[src/rtl/reg_wb_arbiter.sv]
// reg_wb_arbiter: write-back stage in front of the register file's single write port.
// Two producers (ALU and MEM) each feed a small FIFO. A round-robin arbiter picks
// one head per cycle, and that head is registered onto rf_wen/rf_waddr/rf_wdata.
// Writes addressed to x0 are accepted but dropped before they reach a FIFO.
// Optional feature macro: WB_BYPASS_EN adds a combinational read-bypass for two
// read ports, so a reader sees the write that lands at the coming edge.
module reg_wb_arbiter #(
    parameter int DATA_WIDTH = 32,
    parameter int ADDR_WIDTH = 5,
    parameter int FIFO_DEPTH = 4
) (
    input  logic                  clk,
    input  logic                  rst,
    input  logic                  alu_valid,
    output logic                  alu_ready,
    input  logic [ADDR_WIDTH-1:0] alu_waddr,
    input  logic [DATA_WIDTH-1:0] alu_wdata,
    input  logic                  mem_valid,
    output logic                  mem_ready,
    input  logic [ADDR_WIDTH-1:0] mem_waddr,
    input  logic [DATA_WIDTH-1:0] mem_wdata,
`ifdef WB_BYPASS_EN
    input  logic [ADDR_WIDTH-1:0] byp_raddr1,
    input  logic [ADDR_WIDTH-1:0] byp_raddr2,
    input  logic [DATA_WIDTH-1:0] rf_rdata1,
    input  logic [DATA_WIDTH-1:0] rf_rdata2,
    output logic [DATA_WIDTH-1:0] byp_rdata1,
    output logic [DATA_WIDTH-1:0] byp_rdata2,
`endif
    output logic                  rf_wen,
    output logic [ADDR_WIDTH-1:0] rf_waddr,
    output logic [DATA_WIDTH-1:0] rf_wdata,
    output logic                  wb_busy
);

    // One extra pointer bit distinguishes full from empty when the indices match.
    localparam int IDX_W = $clog2(FIFO_DEPTH);
    localparam int PTR_W = IDX_W + 1;
    localparam int ENT_W = ADDR_WIDTH + DATA_WIDTH;

    typedef enum logic {SRC_ALU = 1'b0, SRC_MEM = 1'b1} src_t;

    // Index 0 is the ALU source, index 1 is the MEM source.
    logic [1:0]            in_valid;
    logic [1:0]            in_ready;
    logic [1:0]            fifo_empty;
    logic [1:0]            fifo_full;
    logic [1:0]            pop;
    logic [ADDR_WIDTH-1:0] in_waddr   [2];
    logic [DATA_WIDTH-1:0] in_wdata   [2];
    logic [ADDR_WIDTH-1:0] head_waddr [2];
    logic [DATA_WIDTH-1:0] head_wdata [2];

    src_t                  last_grant_reg;

    assign in_valid    = {mem_valid, alu_valid};
    assign in_waddr[0] = alu_waddr;
    assign in_waddr[1] = mem_waddr;
    assign in_wdata[0] = alu_wdata;
    assign in_wdata[1] = mem_wdata;
    assign alu_ready   = in_ready[0];
    assign mem_ready   = in_ready[1];

    genvar gi;
    generate
        for (gi = 0; gi < 2; gi++) begin : g_fifo
            logic [ENT_W-1:0] mem_array [FIFO_DEPTH];
            logic [PTR_W-1:0] wr_ptr_reg;
            logic [PTR_W-1:0] rd_ptr_reg;
            logic             push;

            assign fifo_empty[gi] = (wr_ptr_reg == rd_ptr_reg);
            assign fifo_full[gi]  = (wr_ptr_reg[IDX_W] != rd_ptr_reg[IDX_W]) &&
                                    (wr_ptr_reg[IDX_W-1:0] == rd_ptr_reg[IDX_W-1:0]);
            // Ready looks only at full (and reset), never at a same-cycle pop.
            assign in_ready[gi]   = !fifo_full[gi] && !rst;
            // x0 writes complete the handshake but are never stored.
            assign push           = in_valid[gi] && in_ready[gi] && (in_waddr[gi] != '0);

            // Storage for buffered entries; no reset needed, pointers define validity.
            always_ff @(posedge clk) begin
                if (push) begin
                    mem_array[wr_ptr_reg[IDX_W-1:0]] <= {in_waddr[gi], in_wdata[gi]};
                end
            end

            // Pointer update; push and pop in the same cycle leave occupancy unchanged.
            always_ff @(posedge clk or posedge rst) begin
                if (rst) begin
                    wr_ptr_reg <= '0;
                    rd_ptr_reg <= '0;
                end else begin
                    if (push) begin
                        wr_ptr_reg <= wr_ptr_reg + 1'b1;
                    end
                    if (pop[gi]) begin
                        rd_ptr_reg <= rd_ptr_reg + 1'b1;
                    end
                end
            end

            assign {head_waddr[gi], head_wdata[gi]} = mem_array[rd_ptr_reg[IDX_W-1:0]];
        end
    endgenerate

    // Round-robin choice: a lone non-empty source always wins; on a tie the source
    // opposite the last tie winner goes. last_grant starts at MEM so ALU wins the first tie.
    always_comb begin
        pop = 2'b00;
        if (!fifo_empty[0] && (fifo_empty[1] || last_grant_reg == SRC_MEM)) begin
            pop[0] = 1'b1;
        end else if (!fifo_empty[1]) begin
            pop[1] = 1'b1;
        end
    end

    // Output register and tie-history update.
    always_ff @(posedge clk or posedge rst) begin
        if (rst) begin
            rf_wen         <= 1'b0;
            rf_waddr       <= '0;
            rf_wdata       <= '0;
            last_grant_reg <= SRC_MEM;
        end else begin
            rf_wen <= |pop;
            if (|pop) begin
                rf_waddr <= pop[1] ? head_waddr[1] : head_waddr[0];
                rf_wdata <= pop[1] ? head_wdata[1] : head_wdata[0];
            end
            if (!fifo_empty[0] && !fifo_empty[1]) begin
                last_grant_reg <= pop[1] ? SRC_MEM : SRC_ALU;
            end
        end
    end

    assign wb_busy = !fifo_empty[0] || !fifo_empty[1] || rf_wen;

`ifdef WB_BYPASS_EN
    // Forward the write landing at the coming edge to readers of the same register.
    always_comb begin
        byp_rdata1 = rf_rdata1;
        byp_rdata2 = rf_rdata2;
        if (rf_wen && rf_waddr == byp_raddr1 && byp_raddr1 != '0) begin
            byp_rdata1 = rf_wdata;
        end
        if (rf_wen && rf_waddr == byp_raddr2 && byp_raddr2 != '0) begin
            byp_rdata2 = rf_wdata;
        end
    end
`endif

endmodule

[config.mk]
export PLATFORM = sky130hd
export DESIGN_NAME = reg_wb_arbiter
export DESIGN_NICKNAME = d
export VERILOG_FILES = /design/src/rtl/reg_wb_arbiter.sv
export SDC_FILE = /design/constraint.sdc
export NUM_CORES = 1
export LEC_CHECK = 0
export ABC_CLOCK_PERIOD_IN_PS = 10500
export BUFFER_PORTS_ARGS = -buffer_cell sky130_fd_sc_hd__buf_2
export CAP_MARGIN = 20
export CORE_ASPECT_RATIO = 0.5
export CORE_UTILIZATION = 32
export DETAILED_ROUTE_END_ITERATION = 12
export HOLD_SLACK_MARGIN = 0.1
export PLACE_DENSITY = 0.54
export SLEW_MARGIN = 10
export SYNTH_ARGS = -nofsm -noshare
export SYNTH_HDL_FRONTEND = slang
export SYNTH_SLANG_ARGS = --single-unit
[constraint.sdc]
create_clock -name clk -period 10.5 [get_ports clk]
set_clock_uncertainty 0.15 [all_clocks]
set_input_delay 1.575 -clock clk [delete_from_list [all_inputs] [get_ports clk]]
set_output_delay 1.575 -clock clk [all_outputs]
set_load 0.1 [all_outputs]
* Word level (Yosys, flattened, before mapping)
Memories as Yosys holds them, arrays and structs flattened.
Index checks and enable logic that the tools add are counted.
** Word-level totals
- Register bits :: 51
- Bits in writable memories :: 296
- Input port bits :: 78
- Output and inout port bits :: 41
- Word-level logic and storage cells :: 51
- Memories :: 2
** Memories
- g_fifo[0].mem_array :: depth 4, bits a word 37, read ports 1, clocked after Yosys merged registers in 0, wr ports 1, line 67 : logic [ENT_W-1:0] mem_array [FIFO_DEPTH];
- g_fifo[1].mem_array :: depth 4, bits a word 37, read ports 1, clocked after Yosys merged registers in 0, wr ports 1, line 67
** Cells by class
- Add/subtract/negate cells :: 4
- Equal/unequal tests :: 6
- Multiplexer cells :: 10
- Reduce and logical (&&, ||, !) cells :: 21
** Operators with widths (count)
- $mux 32 :: 1
- $add 3x1->3 const B :: 4
- $logic_and 1x1->1 :: 10
- $reduce_bool 5->1 :: 2
- $mux 1 :: 8
- $eq 3x3->1 :: 2
- $logic_not 1->1 :: 5
- $mux 5 :: 1
- $eq 2x2->1 :: 2
- $logic_or 1x1->1 :: 3
- $ne 1x1->1 :: 2
- $reduce_or 2->1 :: 1

* Logic depth before layout (Yosys ltp)
Gate-level depths: netlist (run 1).
- Depth after elaboration :: 8
- Mapped depth :: 6
- Mapped depth without buffers :: 4

* Worst setup path after synthesis (run 1)
OpenSTA, ideal clock, no wires.
- Path kind :: input to output
- Start point :: input rst
- End point :: output alu_ready
- Data arrival time :: 2.828 ns
- Required time :: 8.775 ns
- Slack :: 5.947 ns
- Cell stages on the path :: 1
- Path buffers :: 0
- Cell sequence :: nor2_1
** Between the ends
- Cells in the longest elaborated chain, start to end :: 2
** Ends and longest elaborated chain
- start: declaration :: line 13 : input logic rst,
- $logic_not 1->1 (no source line)
- $logic_and 1x1->1 :: line 76 : assign in_ready[gi] = !fifo_full[gi] && !rst;
- end: declaration :: line 15 : output logic alu_ready,
Every way passes these cells.

* Worst setup path in the final report (run 1)
- Start point :: register g_fifo[1].rd_ptr_reg[0]
- End point :: output wb_busy
** Between the ends
- Cells in the longest elaborated chain, start to end :: 4
** Ends and longest elaborated chain
- start: declaration :: line 69 : logic [PTR_W-1:0] rd_ptr_reg;
- start signal: assignment :: line 97 : rd_ptr_reg <= rd_ptr_reg + 1'b1;
- $eq 3x3->1 :: line 72 : assign fifo_empty[gi] = (wr_ptr_reg == rd_ptr_reg);
- $logic_not 1->1 :: line 136 : assign wb_busy = !fifo_empty[0] || !fifo_empty[1] || rf_wen;
- $logic_or 1x1->1 (2 in a row) :: line 136
- end: declaration :: line 33 : output logic wb_busy
Every way passes these cells.

==> impl_metrics.ini, run 1 <==
[logic_synthesis]
ys_ff_latch = 347
ys_types = 33
synthCells = 673
synth_nets = 761
yosysSeqAreaShare = 0.748
synth-async-reset-ratio = 0.147
synth_area_per_cell_sq_um = 20.2
syn_area_sq_um = 13600
synthFlopType = edfxtp_1
yosys_warnings = 0
synth_edf_count = 296

[placement]
hpwlAfterDp_microns = 18800
gp_congestion = 0.707
dpl.cell_count = 1330
dpl_worst_slack_ns = 5.74
port-buffer-count = 118

[flow_run]
drv_cap = 0

[cts]
cts_setup_buffers = 0
clk_pin_slew_ns = 0.06
postCtsHoldBufs = 0
cts_buffer_depth = 3
cts_tree = done
numCtsBuffers = 36
cts_sinks = 347
root_buffer = clkbuf_16
cts_htree_levels = 2
cts_resized = 0
clk_latency_ns = 0.51

[die]
rows = 52
coreArea_sq_um = 41100
die_w_microns = 294
die_area_sq_um = 43400
die_h_microns = 148
io_pins = 119
initial_utilization = 0.331

[timing]
rsz0062_at_grt = false
layout_setup_ws_ns = 5.31
finalMaxSlewViolations = 0
worst_pin_slew_ns = 1.02
setup_viol = 0
fin_tns_setup_ns = 0
finalHoldViolations = 0
min_period_over_period = 0.494
clock.fmax_ghz = 0.193
period_minus_slack_ns = 5.19
slew-limit-headroom = 0.314

[global_routing]
grt_overflow = 0
antenna_found_initial = 0
grt_pass1_wl_microns = 45900
grt_max_degree = 80
first_global_vias = 7330
grt.total_usage = 0.142

[worst_hold_path]
hold_end = g_fifo[0].rd_ptr_reg[2]
hold_depth = 1
worstHoldStart = g_fifo[0].rd_ptr_reg[2]
hold_class = flop to flop

[routing]
drt_first_pass_iters = 4
ant_nets = 0
vias = 6764
wl_per_cell_microns = 21.6
post-route-drc-count = 0
first_iter_violations = 437
detail_route.wirelength_microns = 30200
via_per_inst = 4.85

[power_and_ir_drop]
p_leak_nw = 5.55
finalPower_mw = 5.29
ir_worst_vdd_uv = 160
power_density_nw_per_um2 = 330

[critical_path]
r2r_setup_slack_ns = 6.90
cp_cell_sequence = xnor2_1, and3_2, nand2_1, or2_1, buf_2
critPathMaxFanout = 40
critPathMaxStageDelay_ns = 0.89
reg2reg_to = g_fifo[1].mem_array[3][3]
reg2reg_depth = 4
r2r_start = g_fifo[1].rd_ptr_reg[0]
required_ns = 8.78
cp.arrival_ns = 3.46
cp_num_buf_inv = 1
critical_path_class = flop to primary output
cp_slowest_cell = and3_2
critPathLaunchType = flop
cp-end-kind = primary output
crit_family = simple AND/OR/NAND/NOR gates

[layout]
layout_common_cells = 296 x edfxtp_1, 118 x buf_2, 75 x nor3_1
fill_cells = 3796
layout.nets = 891
layout-drive-gt1-share = 0.329
instances_no_fill = 1396
mostFrequentLayoutCell = edfxtp_1
ff_latch_area_sq_um = 10200
area_growth_pct = 18.0
multiInputGateArea_sq_um = 3250
n_antenna_cell = 0
largest_reg_flops = 296

[run_status]
status = complete, no violations
[metrics by stage]
| step | area [sq um] | hold slack (ns) | util |
|---|---|---|---|
| after floorplan | 13600 | 0.312 | - |
| after global placement | 14800 | 0.326 | 0.360 |
| after detailed placement | 14900 | 0.327 | 0.362 |
| after CTS | 16000 | 0.338 | 0.389 |
| after global routing | 16000 | 0.350 | 0.390 |
| final | 16000 | 0.336 | 0.390 |
[worst max path at each step]
stage / cells past startpoint / slack [ns] / startpoint / end
after floorplan: 1 / 5.95 / rst / alu_ready
after detailed placement: 5 / 5.74 / g_fifo[1].rd_ptr_reg[0] / wb_busy
final: 5 / 5.31 / g_fifo[1].rd_ptr_reg[0] / wb_busy
after global routing: 5 / 5.09 / g_fifo[1].rd_ptr_reg[0] / wb_busy
after global placement: 5 / 5.78 / g_fifo[1].rd_ptr_reg[0] / wb_busy
after CTS: 5 / 5.20 / g_fifo[1].rd_ptr_reg[0] / wb_busy
[Yosys cell counts (2+ instances only)]
library cell	number	area, sq um
xnor2_1	8	70.1
mux2_1	3	33.8
nor3_1	75	375
ha_1	10	125
buf_2	20	100
xor2_1	7	61.3
mux4_2	74	1670
nor2_1	4	15.0
nor3_2	2	20.0
or4_1	2	15.0
clkbuf_1	11	41.3
mux2i_1	37	370
and2_1	6	37.5
a211oi_1	37	278
buf_4	7	52.6
inv_1	6	22.5
o21ai_1	2	10.0
edfxtp_1	296	8890
buf_6	2	22.5
dfrtp_1	50	1250
nor4b_2	2	30.0
[power by group]
group | switching (mW) | internal, mW | leakage [nW] | total, mW
registers | 0.227 | 1.77 | 3.26 | 1.99
clock network | 0.502 | 0.704 | 0.538 | 1.21
logic | 1.40 | 0.697 | 1.75 | 2.09
total | 2.12 | 3.17 | 5.55 | 5.29
[final cells by class]
class,count,share of cell area
timing repair buffer,132,0.0490
tap,567,0.0442
multi-input combinational,280,0.203
clock buffer,51,0.0616
inverter,6,0.00140
sequential,347,0.634
clock inverter,13,0.00679
[logic make-up (layout without fill, tap and decap cells)]
family | Yosys count | after routing | share of synthesized area
mux | 115 | 115 | 0.153
simple gates | 98 | 98 | 0.0399
xor+xnor | 15 | 15 | 0.00966
flops | 347 | 347 | 0.748
compound gates | 42 | 42 | 0.0227
fa+ha+maj | 10 | 10 | 0.00920
buf+inv | 46 | 202 | 0.0176
[per-layer routing]
| metal | track usage | wire [microns] | vias to the layer above |
|---|---|---|---|
| met5 | 0 | 0 | - |
| met4 | 0.0349 | 484 | 0 |
| met3 | 0.0260 | 1060 | 35 |
| met2 | 0.257 | 15900 | 106 |
| met1 | 0.176 | 12700 | 3584 |
| li1 | - | - | 3039 |
No activity file was read; power rests on OpenSTA's default activity.
==> run 2: changes to the inputs <==
- ABC_CLOCK_PERIOD_IN_PS: 10500 -> 4200
- PLACE_DENSITY: 0.54 -> 0.56
- clock period: 10.5 -> 4.2 ns (I/O delays scaled with it)
==> impl_metrics.ini, run 2 (same netlist as run 1, synthesis figures left out) <==
[global_routing]
grt_max_degree = 80
grt_overflow = 0
grt.total_usage = 0.134
antenna_found_initial = 2
first_global_vias = 7091
grt_pass1_wl_microns = 43600

[layout]
largest_reg_flops = 296
mostFrequentLayoutCell = edfxtp_1
postLayoutCoreUtil = 0.391
layout_common_cells = 296 x edfxtp_1, 118 x buf_2, 75 x nor3_1
layout-drive-gt1-share = 0.331
layout.nets = 889
area_growth_pct = 18.1

[critical_path]
cp-startpoint = g_fifo[1].wr_ptr_reg[1]
cp-end-kind = primary output
cp.arrival_ns = 2.29
critPathMaxFanout = 5
r2r_start = g_fifo[1].rd_ptr_reg[2]
critPathLaunchType = flop
critical_path_class = flop to primary output
required_ns = 3.42

[cts]
cts_resized = 0
clk_pin_slew_ns = 0.06
cts_sinks = 347
clk_latency_ns = 0.51
postCtsHoldBufs = 0
root_buffer = clkbuf_16
numCtsBuffers = 35
cts_htree_levels = 2
cts_buffer_depth = 3
cts_tree = done
cts_setup_buffers = 0

[placement]
gp_congestion = 0.725
port-buffer-count = 118
hpwlAfterDp_microns = 18300

[routing]
drt_first_pass_iters = 6
post-route-drc-count = 0
first_iter_violations = 475
vias = 6637
wl_per_cell_microns = 20.4
detail_route.wirelength_microns = 28400
via_per_inst = 4.75
ant_nets = 0

[power_and_ir_drop]
p_leak_nw = 5.57
ir_worst_vdd_uv = 526
power_density_nw_per_um2 = 833

[run_status]
status = complete, no violations

[die]
io_pins = 119
die_h_microns = 148
initial_utilization = 0.331
die_area_sq_um = 43400
rows = 52
die_w_microns = 294
coreArea_sq_um = 41100

[timing]
period_minus_slack_ns = 3.07
clock.fmax_ghz = 0.326
setup_viol = 0
worst_pin_slew_ns = 1.07
slew-limit-headroom = 0.287
fin_tns_setup_ns = 0
finalHoldViolations = 0
rsz0062_at_grt = false
min_period_over_period = 0.730
finalMaxSlewViolations = 0

[worst_hold_path]
hold_class = input port to async pin

[flow_run]
drv_cap = 0
==> run 2: cell count changes in the layout (fill, tap and decap cells not counted), sizes merged <==
| cell | delta |
|---|---|
| inv | +3 |
| buf | -1 |
| bufinv | +3 |
| clkbuf | -2 |
| clkinv | -4 |
| diode | +1 |
==> run 2: worst max-delay path, cell delays in order, from the launching register on <==
cell     delay (ns)
dfrtp_1        0.43
xnor2_1        0.44
and3_1         0.30
nand2_1        0.10
or2_1          0.22
buf_2          0.29
==> run 2: metrics by stage <==
step / total power [mW] / hold WS [ns] / worst slack [ns] / cells / instance area, sq um
after floorplan: 9.02 / 0.312 / 0.532 / 673 / 13600
after global placement: 10.2 / 0.325 / 1.24 / 1328 / 14800
after detailed placement: 10.3 / 0.330 / 1.22 / 1330 / 14800
after CTS: 13.5 / 0.122 / 1.07 / 1394 / 16000
after global routing: 14.0 / 0.132 / 1.01 / 1395 / 16100
final: 13.4 / 0.137 / 1.13 / 1396 / 16100
==> run 2: area by class of cell <==
cell class	instances	area, sq um
inverter	6	22.5
fill	3749	25100
multi-input combinational	280	3240
clock inverter	15	211
tap	567	709
timing repair buffer	131	733
antenna	1	2.50
clock buffer	49	968
sequential	347	10200
==> run 2: metal layers <==
layer	track usage	routed length, microns
met1	0.161	11600
met2	0.245	15300
met3	0.0241	912
met5	0	0
met4	0.0398	667
==> run 2: final timing paths <==
path | to | slack [ns] | cells past startpoint
max | wb_busy | 1.13 | 5
min | g_fifo[1].rd_ptr_reg[0] | 0.14 | 3
max reg2reg | g_fifo[1].mem_array[2][16] | 1.33 | 4
min reg2reg | g_fifo[0].wr_ptr_reg[2] | 0.34 | 1
max in group asynchronous | last_grant_reg | 3.54 | 3
min in group clk | g_fifo[1].mem_array[0][5] | 0.18 | 1
==> run 2: power by group <==
| group | leakage (nW) | internal [mW] | switching, mW |
|---|---|---|---|
| registers | 3.26 | 4.42 | 0.327 |
| clock network | 0.577 | 1.93 | 1.25 |
| logic | 1.73 | 1.75 | 3.69 |
| total | 5.57 | 8.10 | 5.27 |
